--- config.mk ---
export PLATFORM = sky130hd
export DESIGN_NAME = range_match_pipeline
export DESIGN_NICKNAME = d
export VERILOG_FILES = /design/src/rtl/range_match_pipeline.sv
export SDC_FILE = /design/constraint.sdc
export NUM_CORES = 1
export LEC_CHECK = 0
export ABC_AREA = 1
export BUFFER_PORTS_ARGS = -buffer_cell sky130_fd_sc_hd__buf_4
export CORE_MARGIN = 2
export CORE_UTILIZATION = 57
export CTS_BUF_LIST = sky130_fd_sc_hd__clkbuf_16
export DETAILED_ROUTE_END_ITERATION = 12
export PLACE_DENSITY = 0.79
export SYNTH_ARGS = -nofsm -noshare
export SYNTH_HDL_FRONTEND = slang
export SYNTH_SLANG_ARGS = --single-unit
--- constraint.sdc ---
create_clock -name clk -period 1.4 [get_ports clk]
set_input_delay 0 -clock clk [delete_from_list [all_inputs] [get_ports clk]]
set_output_delay 0 -clock clk [all_outputs]
set_load 0.01 [all_outputs]
--- src/rtl/range_match_pipeline.sv ---
// range_match_pipeline: slice-serial A vs LB/UB range compare, MSB slice first, one slice per stage.
// Optional saturating hit counter (cnt_clr/hit_cnt) enabled by defining RANGE_HIT_CNT_EN.
module range_match_pipeline #(
    parameter int DATA_W = 16,
    parameter int CHUNK_W = 4
`ifdef RANGE_HIT_CNT_EN
    , parameter int CNT_W = 16
`endif
) (
    input  logic              clk,
    input  logic              rst,
    input  logic              flush,
`ifdef RANGE_HIT_CNT_EN
    input  logic              cnt_clr,
    output logic [CNT_W-1:0]  hit_cnt,
`endif
    input  logic              in_valid,
    input  logic [DATA_W-1:0] a_in,
    input  logic [DATA_W-1:0] lb_in,
    input  logic [DATA_W-1:0] ub_in,
    output logic              out_valid,
    output logic [2:0]        out_code,
    output logic              out_hit
);
    localparam int N = DATA_W / CHUNK_W;

    typedef enum logic [1:0] {EQ, GT, LT} cmp_t;

    // A decided tracker never changes; an undecided one is settled by the current slice.
    function automatic cmp_t upd(input cmp_t t, input logic [CHUNK_W-1:0] x, input logic [CHUNK_W-1:0] y);
        return t != EQ ? t : x > y ? GT : x < y ? LT : EQ;
    endfunction

    function automatic logic [2:0] code_of(input cmp_t x_l, input cmp_t x_u, input cmp_t u_l);
        return (x_l == GT && x_u == LT) ? 3'b111 :
               {u_l == GT && x_u == EQ, x_l == EQ && x_u == EQ && u_l == EQ, u_l == GT && x_l == EQ};
    endfunction

    logic              v    [N];
    logic [DATA_W-1:0] a_r  [N];
    logic [DATA_W-1:0] l_r  [N];
    logic [DATA_W-1:0] u_r  [N];
    cmp_t              al   [N];
    cmp_t              au   [N];
    cmp_t              ul   [N];
    logic              v_s  [N];
    logic [DATA_W-1:0] a_s  [N];
    logic [DATA_W-1:0] l_s  [N];
    logic [DATA_W-1:0] u_s  [N];
    cmp_t              al_s [N];
    cmp_t              au_s [N];
    cmp_t              ul_s [N];
    cmp_t              al_n [N];
    cmp_t              au_n [N];
    cmp_t              ul_n [N];

    // Stage k consumes the top slice of its source; data is kept left-aligned by shifting.
    always_comb begin
        v_s[0] = in_valid;
        a_s[0] = a_in;
        l_s[0] = lb_in;
        u_s[0] = ub_in;
        al_s[0] = EQ;
        au_s[0] = EQ;
        ul_s[0] = EQ;
        for (int k = 1; k < N; k++) begin
            v_s[k] = v[k-1];
            a_s[k] = a_r[k-1];
            l_s[k] = l_r[k-1];
            u_s[k] = u_r[k-1];
            al_s[k] = al[k-1];
            au_s[k] = au[k-1];
            ul_s[k] = ul[k-1];
        end
        for (int k = 0; k < N; k++) begin
            al_n[k] = upd(al_s[k], a_s[k][DATA_W-1 -: CHUNK_W], l_s[k][DATA_W-1 -: CHUNK_W]);
            au_n[k] = upd(au_s[k], a_s[k][DATA_W-1 -: CHUNK_W], u_s[k][DATA_W-1 -: CHUNK_W]);
            ul_n[k] = upd(ul_s[k], u_s[k][DATA_W-1 -: CHUNK_W], l_s[k][DATA_W-1 -: CHUNK_W]);
        end
    end

    always_ff @(posedge clk or negedge rst) begin
        if (!rst) begin
            for (int k = 0; k < N; k++) begin
                v[k] <= 1'b0;
                a_r[k] <= '0;
                l_r[k] <= '0;
                u_r[k] <= '0;
                al[k] <= EQ;
                au[k] <= EQ;
                ul[k] <= EQ;
            end
        end else begin
            for (int k = 0; k < N; k++) begin
                v[k] <= v_s[k] & ~flush;
                a_r[k] <= a_s[k] << CHUNK_W;
                l_r[k] <= l_s[k] << CHUNK_W;
                u_r[k] <= u_s[k] << CHUNK_W;
                al[k] <= al_n[k];
                au[k] <= au_n[k];
                ul[k] <= ul_n[k];
            end
        end
    end

    assign out_valid = v[N-1];
    assign out_code = v[N-1] ? code_of(al[N-1], au[N-1], ul[N-1]) : 3'b000;
    assign out_hit = v[N-1] && al[N-1] != LT && au[N-1] != GT;

`ifdef RANGE_HIT_CNT_EN
    logic inc;
    assign inc = v_s[N-1] && !flush && al_n[N-1] != LT && au_n[N-1] != GT;

    always_ff @(posedge clk or negedge rst) begin
        if (!rst)
            hit_cnt <= '0;
        else if (cnt_clr)
            hit_cnt <= '0;
        else if (inc && hit_cnt != '1)
            hit_cnt <= hit_cnt + 1'b1;
    end
`endif
endmodule

==> flow_summary_export.csv, run 1 <==
group,metric,value,unit
setup_path,critPathSlowestCell,"dfrtp_1",
clock_tree,root_buffer,"clkbuf_16",
synthesis,muxShareOfSynthArea,0,%
setup_path,rrSetupSlack,0.20,ns
synthesis,synth_xor_area_share,0,%
setup_path,slowest_delay,0.39,ns
placed_design,gp_congestion,0.8146,
placed_design,dp_hpwl,4900,um
drt,num_vias,2795,
synthesis,ys_types,13,
setup_path,crit_fanout,3,
synthesis,synth_common_cells,"108 x nand2_1, 106 x inv_1, 100 x dfrtp_1, 48 x ha_1, 20 x nor2_1",
synthesis,synth_most_common_cell,"nand2_1",
timing,post-route-period-util,90.98,%
synthesis,synth_top_area_share,59.99,%
timing,finalSetupViolCount,0,
min_path,min_from,"lb_in[12]",
timing,hold_viol,0,
synthesis,synth.net_count,515,
min_path,min_to,"al[6]$_DFF_PN0_",
finish,drive_gt1_share,15.18,%
timing,tightest_slew,0.5387,ns
synthesis,ys.flop_type,"dfrtp_1",
finish,final_area,0.005435,sq mm
timing,clock_skew,0.004847,ns
floorplanning,rows,31,
min_path,hp-class,"in -> reg",
pwr,ir_drop,0.5830,mV
timing,timing.slew.headroom,64.09,%
synthesis,syn_area_per_cell,10.05,sq um
finish,fin_cells,626,
synthesis,ys_ff_latch,100,
finish,areaGrowthSynthToFinish,30.29,%
clock_tree,numCtsBuffers,9,
floorplanning,io_pins,57,
drt,wl_per_cell,10.90,um
placed_design,place_inst,571,
clock_tree,post_cts_resized,0,
setup_path,crit_arrival,1.27,ns
floorplanning,fp.dieH,89.55,um
floorplanning,initial_core_util,58.13,%
global_route,antenna_found_initial,0,
timing,setup_tns,0,ns
finish,antennaDiodeCount,0,
drt,drt-initial-drc-count,86,
clock_tree,cts_tree,"done",
timing,slew_violations,0,
setup_path,worstReg2RegStart,"a_r[45]$_DFF_PN0_",
global_route,grt_pass1_vias,2743,
flow_run,drv_cap,0,
finish,utilization,75.75,%
synthesis,synth.area.top_cells,"dfrtp_1 60%, ha_1 14%, nand2_1 9.7%",
global_route,overflow,0,
pwr,p_per_area,1206,mW/mm^2
drt,ant_nets,0,
global_route,grt_usage,19.30,%
synthesis,netlist_instances,415,
synthesis,syn_area,0.004172,sq mm
placed_design,portBuffers,56,
synthesis,synth_top_area_cell,"dfrtp_1",
clock_tree,htree_levels,3,
setup_path,ff2ff_path_depth,7,
timing,fin_crit,1.274,ns
setup_path,crit_chain,"nor2_1 -> nand3_1 -> a21oi_1 -> buf_4",
min_path,worstHoldPathCells,5,
global_route,grt_pass1_wl,11430,um
setup_path,cp.required,1.40,ns
floorplanning,die_width,89.55,um
global_route,grt_max_degree,101,
synthesis,async_reset_ff_share,100.0,%
synthesis,seq_area_frac_synth,59.99,%
status,status,"finished, final reports clean",
drt,drcViolationCount,0,
synthesis,synth_compound_area_share,3.629,%
synthesis,synth-adder-area-share,14.40,%
synthesis,yosys.area_share.simple,12.18,%
clock_tree,clkSinkCount,100,
synthesis,yosysWarnings,0,
setup_path,worstReg2RegEnd,"au[2]$_DFF_PN0_",
floorplanning,dieArea,0.008018,sq mm
floorplanning,core_area,0.007176,sq mm
drt,vias_per_cell,4.465,
placed_design,placed_area,0.004736,sq mm
finish,num-nets-final,622,
setup_path,crit_type,"reg -> out",
timing,rsz0062_at_grt,"no",
timing,max_freq,785.1,MHz
setup_path,crit_path_start_kind,"flop",
drt,firstDrtPassIters,4,
pwr,power_leakage,3.065,nW
synthesis,synth_edf_count,0,
drt,totalWireLength,6825,um
setup_path,cp-end-kind,"primary output",
synthesis,synth_top_family_by_area,"adder cells",
clock_tree,clk_pin_slew,0.07,ns
clock_tree,clock_path_buffers,2,
clock_tree,clk_latency,0.34,ns
[final cells by class]
cell class | instances | area, sq um
fill | 463 | 1740
multi-input combinational | 206 | 1260
sequential | 100 | 2502
clock inverter | 7 | 83.83
clock buffer | 9 | 225.2
tap | 99 | 123.9
timing repair buffer | 96 | 830.8
inverter | 109 | 409.1
[stage by stage]
step / hold WS [ns] / setup slack, ns / total power, mW
after floorplan: -0.2956 / 0.3289 / 3.769
after global placement: 0.08274 / 0.2365 / 4.052
after detailed placement: 0.08893 / 0.2069 / 4.102
after CTS: 0.05457 / 0.1125 / 6.642
after global routing: 0.08575 / 0.05249 / 6.926
final: 0.06780 / 0.1263 / 6.557
[timing repair]
item,CTS,global route
endpoints found under the hold margin,140,0
buffers inserted,0,0
hold buffers,39,0
[routing by layer]
layer,wire length [um],vias up,track usage [%]
met5,0,-,0
met4,136,0,8.548
met3,191,12,4.247
met2,3673,47,34.49
met1,2823,1293,22.06
li1,-,1443,-
[layout by cell type (no fill, tap or decap), drive strengths merged]
| cell type | n |
|---|---|
| a21oi | 9 |
| nor2 | 21 |
| nand4 | 1 |
| inv | 113 |
| a21boi | 3 |
| buf | 57 |
| clkinv | 3 |
| dlygate4sd3 | 39 |
| ha | 48 |
| dfrtp | 100 |
| clkbuf | 9 |
| o21ai | 10 |
| nand2 | 108 |
| o21bai | 3 |
| nand3 | 3 |
[cells by family (layout without fill, tap and decap cells)]
family                   Yosys count  count (layout)
AND/OR/NAND/NOR                  133             133
buffers and inverters            109             221
flip-flops                       100             100
adder cells (fa/ha/maj)           48              48
AO/OA/AOI/OAI                     25              25
[registers in the layout, summed over array words and instances, names as in the netlist]
register	count
au	8
out_valid	1
l_r	24
al	8
a_r	24
u_r	24
v	3
ul	8
[critical path, delay by kind of cell, from the launching register on]
kind | cells | cell delay [ns]
flip-flops | 1 | 0.39
AND/OR/NAND/NOR | 2 | 0.26
buffers and inverters | 1 | 0.13
AO/OA/AOI/OAI | 1 | 0.15
[report_power, final]
group	internal, mW	switching, mW
logic	0.415	0.472
clock network	1.28	1.15
registers	3.13	0.114
[worst max path at each step]
stage / startpoint / endpoint / slack [ns] / cells after the start
3_3_place_gp: a_r[47]$_DFF_PN0_ / au[2]$_DFF_PN0_ / 0.24 / 7
5_1_grt: au[0]$_DFF_PN0_ / out_code[2] / 0.05 / 4
6_report: al[0]$_DFF_PN0_ / out_code[0] / 0.13 / 4
3_5_place_dp: u_r[63]$_DFF_PN0_ / au[4]$_DFF_PN0_ / 0.21 / 7
4_1_cts: al[0]$_DFF_PN0_ / out_code[0] / 0.11 / 4
2_1_floorplan: a_r[31]$_DFF_PN0_ / au[0]$_DFF_PN0_ / 0.33 / 7
No activity file was read; power rests on OpenSTA's default activity.
==> run 2, diff against run 1 <==
--- a/config.mk
+++ b/config.mk
@@ -7,7 +7,6 @@
 export LEC_CHECK = 0
 export ABC_AREA = 1
 export BUFFER_PORTS_ARGS = -buffer_cell sky130_fd_sc_hd__buf_4
-export CORE_MARGIN = 2
 export CORE_UTILIZATION = 57
 export CTS_BUF_LIST = sky130_fd_sc_hd__clkbuf_16
 export DETAILED_ROUTE_END_ITERATION = 12
==> run 2 against run 1 <==
Compared with the run above:
- critical endpoint is now out_code[1]
- design area hardly changed
- clock power is 2% lower
- register-to-register slack worse by 0.05 ns
- sequential share of layout area hardly changed
- worst setup slack better by 0.0029 ns
- first-iteration DRC count is 20% lower
- largest cell class unchanged
- critical path type unchanged
- sequential power hardly changed
- fmax is 0.23% higher
- global-route usage is 4.6 points higher
- highest routed layer unchanged
- via count is 4.2% higher
- combinational power is 3.9% higher
- utilization is 2.6 points higher
==> flow_summary_export.csv, run 2 (synthesis results as in run 1) <==
group,metric,value,unit
status,status,"finished, final reports clean",
finish,multi_input_area,0.001260,sq mm
setup_path,crit_arrival,1.27,ns
finish,mostFrequentLayoutCells,"108 x nand2_1, 106 x inv_1, 100 x dfrtp_1",
placed_design,place_ws,0.2172,ns
global_route,grt_max_degree,38,
floorplanning,core_area,0.006944,sq mm
timing,setup_slack,0.1292,ns
pwr,power_leakage,3.071,nW
finish,utilization,78.31,%
finish,mostFrequentLayoutCell,"nand2_1",
setup_path,ff2ff_path_depth,7,
pwr,switching_share,26.75,%
pwr,power_frac_clock,36.4,%
drt,wl_per_cell,12.31,um
floorplanning,rows,30,
setup_path,cp.required,1.40,ns
setup_path,critical_path_buf_inv_count,1,
pwr,switchingPower,1.755,mW
floorplanning,initial_core_util,60.07,%
timing,fin_crit,1.271,ns
timing,slew_violations,0,
setup_path,cp-end-kind,"primary output",
timing,max_freq,786.9,MHz
pwr,total_power,6.559,mW
clock_tree,numCtsBuffers,9,
flow_run,drv_cap,0,
pwr,ir_drop,0.6419,mV
clock_tree,clkSinkCount,100,
floorplanning,fp.dieH,87.55,um
pwr,power_frac_comb,14.1,%
timing,rsz0062_at_grt,"no",
finish,antennaDiodeCount,0,
drt,totalWireLength,7704,um
finish,seqCellArea,0.002502,sq mm
timing,finalSetupViolCount,0,
clock_tree,clock_path_buffers,2,
placed_design,portBuffers,56,
drt,drt-initial-drc-count,69,
setup_path,critPathSlowestCell,"dfrtp_1",
finish,drive_gt1_share,15.47,%
clock_tree,root_buffer,"clkbuf_16",
clock_tree,htree_levels,3,
pwr,sequentialPowerShare,49.5,%
placed_design,dp_hpwl,5206,um
drt,vias_per_cell,4.652,
min_path,hp-class,"in -> reg",
clock_tree,post_cts_buffers,0,
drt,num_vias,2912,
global_route,grt_pass1_wl,13460,um
floorplanning,io_pins,57,
global_route,grt_pass1_vias,3287,
global_route,grt_usage,23.94,%
clock_tree,cts_tree,"done",
setup_path,slowest_delay,0.40,ns
finish,fillers,433,
timing,hold_viol,0,
finish,areaGrowthSynthToFinish,30.35,%
timing,timing.slew.headroom,69.78,%
setup_path,crit_chain,"nor2_1 -> nand3_1 -> a21oi_1 -> buf_4",
drt,drcViolationCount,0,
placed_design,gp_congestion,0.8341,
global_route,overflow,0,
min_path,worstHoldPathCells,5,
global_route,antenna_found_initial,0,
clock_tree,clk_latency,0.34,ns
setup_path,cp.depth,4,
finish,num-nets-final,625,
timing,post-route-period-util,90.77,%
floorplanning,dieArea,0.007664,sq mm
setup_path,crit_type,"reg -> out",
floorplanning,die_width,87.55,um
timing,clock_skew,0.006774,ns
clock_tree,clk_pin_slew,0.07,ns
finish,largest_registers,"a_r (24), l_r (24), u_r (24)",
pwr,p_per_area,1206,mW/mm^2
setup_path,crit_path_start_kind,"flop",
setup_path,crit_fanout,3,
drt,ant_nets,0,
timing,setup_tns,0,ns
drt,firstDrtPassIters,4,
setup_path,rrSetupSlack,0.15,ns
setup_path,critPathTopFamily,"flip-flops",
timing,tightest_slew,0.4533,ns
pwr,p_int,4.804,mW
==> run 2: power by group through the flow <==
stage	sequential, mW	clock (mW)	combinational (mW)
after floorplan	3.26	0	0.505
after global placement	3.29	0	0.765
after detailed placement	3.30	0	0.819
after CTS	3.25	2.44	0.923
after global routing	3.28	2.55	1.08
final	3.25	2.39	0.922
==> run 2: tightest hold or removal path: stages <==
cell	delay, ns
buf_4	0.08
ha_1	0.11
nand2_1	0.04
nor2_1	0.08
a21oi_1	0.05
==> run 2: routing by layer <==
layer  vias to the layer above  track usage, %  wire length (um)
met5                         -               0                 0
met3                        22           6.880               263
met2                        73           45.38              4283
li1                       1447               -                 -
met4                         0           11.62               214
met1                      1370           23.84              2942
==> run 2: cell type report <==
| type | count | area share, % |
|---|---|---|
| multi-input combinational | 206 | 23.17 |
| clock buffer | 9 | 4.142 |
| tap | 96 | 2.209 |
| clock inverter | 7 | 1.243 |
| inverter | 109 | 7.524 |
| timing repair buffer | 99 | 15.69 |
| sequential | 100 | 46.02 |
==> run 2: path summary, 6_finish.rpt <==
| path | endpoint | startpoint |
|---|---|---|
| min reg2reg | u_r[29]$_DFF_PN0_ | u_r[41]$_DFF_PN0_ |
| max reg2reg | au[4]$_DFF_PN0_ | u_r[61]$_DFF_PN0_ |
| min | au[6]$_DFF_PN0_ | ub_in[12] |
| max | out_code[1] | al[0]$_DFF_PN0_ |
| max in group asynchronous | ul[2]$_DFF_PN0_ | rst |
| min in group asynchronous | u_r[59]$_DFF_PN0_ | rst |
==> run 2: through the flow <==
step                instance area (sq um)  cells  hold WS (ns)
global route                         5438    626       0.07434
global placement                     4755    571      -0.02213
CTS                                  5438    626       0.06254
floorplan                            4172    415       -0.2956
detailed placement                   4755    571      -0.01320
finish                               5438    626       0.07138
==> run 2: repair_timing <==
action,4_1_cts,5_1_grt
hold buffers,39,0
gates resized for setup,0,0
hold endpoints to repair,76,0
